===== src/rtl/out_shift_ctrl_pkg.sv =====
// out_shift_pkg: shared state type and default geometry for the output shift controller and its bank
package out_shift_pkg;

    typedef enum logic {
        LOAD,
        SHIFT
    } oshift_state_t;

    localparam int OSH_N1 = 76;
    localparam int OSH_N2 = 7;

endpackage


===== src/rtl/out_shift_ctrl.sv =====
// out_shift_ctrl: load/shift sequencer for an N2-lane x N1-bit parallel-load / serial-shift output bank
//   clk_i           : system clock, rising edge
//   rst_ni          : asynchronous active-low reset
//   enable_i        : global run enable, 0 freezes controller and bank
//   flush_i         : synchronous abort of the current frame
//   in_valid_i      : upstream word available on the bank input bus
//   in_ready_o      : a word is accepted this cycle
//   out_ready_i     : downstream consumes the current bit-slice this cycle
//   out_valid_o     : bank outputs hold a valid bit-slice
//   sel_shift_o     : bank control, 1 = shift bits within lanes, 0 = load/shift words
//   sel_keep_o      : bank control, 1 = hold all contents
//   frame_start_o   : current valid slice is the first (MSB) slice of the frame
//   frame_end_o     : current valid slice is the last slice of the frame
//   frame_count_o   : completed frames, wraps modulo 2^FCW
module out_shift_ctrl
    import out_shift_pkg::*;
#(
    parameter int N1  = OSH_N1,
    parameter int N2  = OSH_N2,
    parameter int FCW = 16
) (
    input  logic           clk_i,
    input  logic           rst_ni,
    input  logic           enable_i,
    input  logic           flush_i,
    input  logic           in_valid_i,
    output logic           in_ready_o,
    input  logic           out_ready_i,
    output logic           out_valid_o,
    output logic           sel_shift_o,
    output logic           sel_keep_o,
    output logic           frame_start_o,
    output logic           frame_end_o,
    output logic [FCW-1:0] frame_count_o
);

    localparam int WW = (N2 > 1) ? $clog2(N2) : 1;
    localparam int BW = (N1 > 1) ? $clog2(N1) : 1;
    localparam logic [WW-1:0] WORD_LAST = WW'(N2 - 1);
    localparam logic [BW-1:0] BIT_LAST  = BW'(N1 - 1);

    oshift_state_t  state_q, state_d;
    logic [WW-1:0]  word_q, word_d;
    logic [BW-1:0]  bit_q, bit_d;
    logic [FCW-1:0] fc_q, fc_d;
    logic           load_fire, shift_fire;

    // in_ready is held low while in reset so the bank is guaranteed to keep its contents
    always_comb begin
        in_ready_o    = rst_ni & (state_q == LOAD) & enable_i & !flush_i;
        out_valid_o   = (state_q == SHIFT) & enable_i & !flush_i;
        load_fire     = in_valid_i & in_ready_o;
        shift_fire    = out_valid_o & out_ready_i;
        sel_shift_o   = (state_q == SHIFT);
        sel_keep_o    = !(load_fire | shift_fire);
        frame_start_o = out_valid_o & (bit_q == '0);
        frame_end_o   = out_valid_o & (bit_q == BIT_LAST);
        frame_count_o = fc_q;
    end

    always_comb begin
        state_d = state_q;
        word_d  = word_q;
        bit_d   = bit_q;
        fc_d    = fc_q;
        if (flush_i) begin
            state_d = LOAD;
            word_d  = '0;
            bit_d   = '0;
        end else if (load_fire) begin
            word_d  = (word_q == WORD_LAST) ? '0 : word_q + WW'(1);
            bit_d   = (word_q == WORD_LAST) ? '0 : bit_q;
            state_d = (word_q == WORD_LAST) ? SHIFT : LOAD;
        end else if (shift_fire) begin
            bit_d   = (bit_q == BIT_LAST) ? '0 : bit_q + BW'(1);
            fc_d    = (bit_q == BIT_LAST) ? fc_q + FCW'(1) : fc_q;
            state_d = (bit_q == BIT_LAST) ? LOAD : SHIFT;
        end
    end

    always_ff @(posedge clk_i or negedge rst_ni) begin
        if (!rst_ni) begin
            state_q <= LOAD;
            word_q  <= '0;
            bit_q   <= '0;
            fc_q    <= '0;
        end else begin
            state_q <= state_d;
            word_q  <= word_d;
            bit_q   <= bit_d;
            fc_q    <= fc_d;
        end
    end

endmodule


===== config.mk =====
export PLATFORM = sky130hd
export DESIGN_NAME = out_shift_ctrl
export DESIGN_NICKNAME = d
export VERILOG_FILES = /design/src/rtl/out_shift_ctrl_pkg.sv /design/src/rtl/out_shift_ctrl.sv
export SDC_FILE = /design/constraint.sdc
export NUM_CORES = 1
export LEC_CHECK = 0
export CORE_MARGIN = 2
export CORE_UTILIZATION = 40
export DETAILED_ROUTE_END_ITERATION = 8
export GPL_TIMING_DRIVEN = 0
export HOLD_SLACK_MARGIN = 0.05
export REMOVE_ABC_BUFFERS = 1
export SETUP_SLACK_MARGIN = 0.02
export SKIP_CTS_REPAIR_TIMING = 1
export SLEW_MARGIN = 15
export SYNTH_ARGS = -nofsm -noshare
export SYNTH_HDL_FRONTEND = slang
export SYNTH_SLANG_ARGS = --single-unit

===== constraint.sdc =====
create_clock -name clk_i -period 2.3 [get_ports clk_i]
set_input_delay 0.46 -clock clk_i [delete_from_list [all_inputs] [get_ports clk_i]]
set_output_delay 0.46 -clock clk_i [all_outputs]
set_load 0.05 [all_outputs]

==> flow_metrics.tcl <==
set metrics [dict create \
    synth-edff-count 0 \
    drtIter0Drc 68 \
    synthArstFlopShare_pct 100.0 \
    grt_start_max_net_pins 31 \
    cts_tree "built" \
    worst_pin_slew_ns 0.5382 \
    clk_latency_ns 0.32 \
    dp_hpwl_um 2181 \
    yosysWarnings 0 \
    hp-class "input port to asynchronous set/reset pin" \
    fillers 326 \
    insertedDiodeCount 0 \
    crit_type "input port to output port" \
    total_power_w 0.0007652 \
    max-vdd-ir-drop_mv 0.2036 \
    initial_utilization_pct 42.60 \
    slew_violations 0 \
    placed_cell_area_um2 1747 \
    cp.required_ns 1.84 \
    vias_per_cell 5.472 \
    skew_ns 0.009880 \
    first_pass_iters 4 \
    crit_arrival_ns 1.79 \
    syn_to_final_growth_pct 23.05 \
    p_per_area_nw_per_um2 430.7 \
    final_layout_size_suffix_gt1_share_pct 9.036 \
    vias 1160 \
    io_pins 28 \
    overflow 0 \
    endpoint_kind "output port" \
    rsz0062_at_grt "true" \
    die_h_um 64.08 \
    globalplace.congestion 0.7848 \
    fp.dieW_um 64.08 \
    grt_use_total_pct 15.88 \
    route.final.wire_length_um 2973 \
    worst_setup_path_start_kind "input port" \
    h-tree-depth 1 \
    status "complete, no violations" \
    p_leak_nw 0.7863 \
    antenna_found_initial 0 \
    hold_viol 0 \
    setup_viol 0 \
    die_area_um2 4106 \
    ys_types 38 \
    fin_hold_ws_ns 0.06207 \
    drt-wirelength-per-cell_um 14.02 \
    cts_buffers 3 \
    grt_pass1_vias 1155 \
    std_cell_rows 21 \
    avgSynthCellArea_um2 10.39 \
    fin_crit_sh_pct 97.91 \
    yosysSeqAreaShare_pct 46.79 \
    final_common_cell "dfrtp_1" \
    port-buffer-count 27 \
    max_cap_violations 0 \
    fin_crit_ns 2.252 \
    synth_cells 139 \
    r2r_setup_slack_ns 0.50 \
    layout.nets 176 \
    cts.clk_slew.worst_paths_ns 0.15 \
    clk_path_buf_depth 2 \
    layout_common_cells "27 x dfrtp_1, 20 x clkdlybuf4s50_1, 10 x xnor2_1" \
    postRouteAntennaNets 0 \
    grt_first_pass_wirelength_um 5140 \
    synth.cell_area_um2 1444 \
    drc 0 \
    cp_max_fo 7 \
    synth_ff_type "dfrtp_1" \
    ys_ff_latch 27 \
    slew_headroom_pct 64.06 \
    cts_root_buffer "clkbuf_4" \
    max_freq_mhz 444.1 \
    core-area_um2 3390 \
    final_cell_area_um2 1777 \
    clock_sinks 27 \
]
[state kept, by name, indices dropped and copies added (netlist names)]
signal / flops
bit_q: 7
sel_shift_o: 1
word_q: 3
frame_count_o: 16
[through the flow]
stage	setup WS [ns]	std cells	util (%)	TNS, ns
after floorplan	-0.8724	135	-	-2.235
after global placement	-1.391	208	51.68	-12.85
after detailed placement	-0.7535	208	51.53	-4.228
after CTS	-0.7704	212	52.31	-3.215
after global routing	-0.005540	212	52.42	-0.005540
final	0.04804	212	52.42	0
[cells by family (layout without fill, tap and decap cells)]
group                    count (synthesis)  count (layout)  synth area share, %
multiplexers                             1               1               0.7798
flip-flops                              27              27                46.79
buffers and inverters                    9              36                2.687
XOR/XNOR                                15              15                9.098
AO/OA/AOI/OAI                           22              22                11.44
AND/OR/NAND/NOR                         62              62                26.60
adder cells (fa/ha/maj)                  3               3                2.600
[critical path, cell delays in order]
cell and delay, ns:
clkdlybuf4s50_1 0.57, nand4b_2 0.25, nor2_1 0.15, nor2_1 0.05, dlymetal6s2s_1 0.30
[where the power goes]
group | total, W | switching [W] | internal (W)
clock | 0.000207 | 0.000139 | 0.0000679
sequential | 0.000490 | 0.00000881 | 0.000482
combinational | 0.0000682 | 0.0000431 | 0.0000251
total | 0.000765 | 0.000191 | 0.000575
[area by class of cell]
type | count | area [µm²] | area share (%)
Sequential cell | 27 | 675.6 | 38.03
Timing Repair Buffer | 27 | 262.8 | 14.79
Tap cell | 46 | 57.56 | 3.239
Clock buffer | 4 | 26.28 | 1.479
Multi-Input combinational cell | 103 | 735.7 | 41.41
Inverter | 5 | 18.77 | 1.056
[synthesized netlist by cell type (3+ instances only)]
library cell	instances	share of area [%]
o21ai_1	3	1.0
dfrtp_1	27	47
inv_1	5	1.3
and3_1	8	3.5
nand3_1	8	2.8
nand4_1	9	3.9
nand2_1	7	1.8
xnor2_1	10	6.1
and4_1	3	1.8
o21ai_0	4	1.4
ha_1	3	2.6
nand2b_1	3	1.3
nor3_1	3	1.0
xor2_1	5	3.0
nor2_1	9	2.3
a21oi_1	5	1.7
[routing by layer]
metal / part of all wire (%) / track usage, % / routed length (µm)
met3: 3.4 / 2.113 / 100
met5: 0 / 0 / 0
met4: 0.77 / 6.250 / 23
met2: 48 / 25.91 / 1428
met1: 48 / 21.34 / 1420
[final timing paths]
kind,from,end,depth (start not counted)
min,rst_ni,frame_count_o[10],1
max,enable_i,sel_keep_o,5
min in group clk_i,frame_count_o[15],frame_count_o[15],1
max in group asynchronous,rst_ni,bit_q[2],1
min reg2reg,frame_count_o[15],frame_count_o[15],1
max reg2reg,bit_q[0],frame_count_o[1],4
Note: power is estimated with default switching activity, not from simulation.
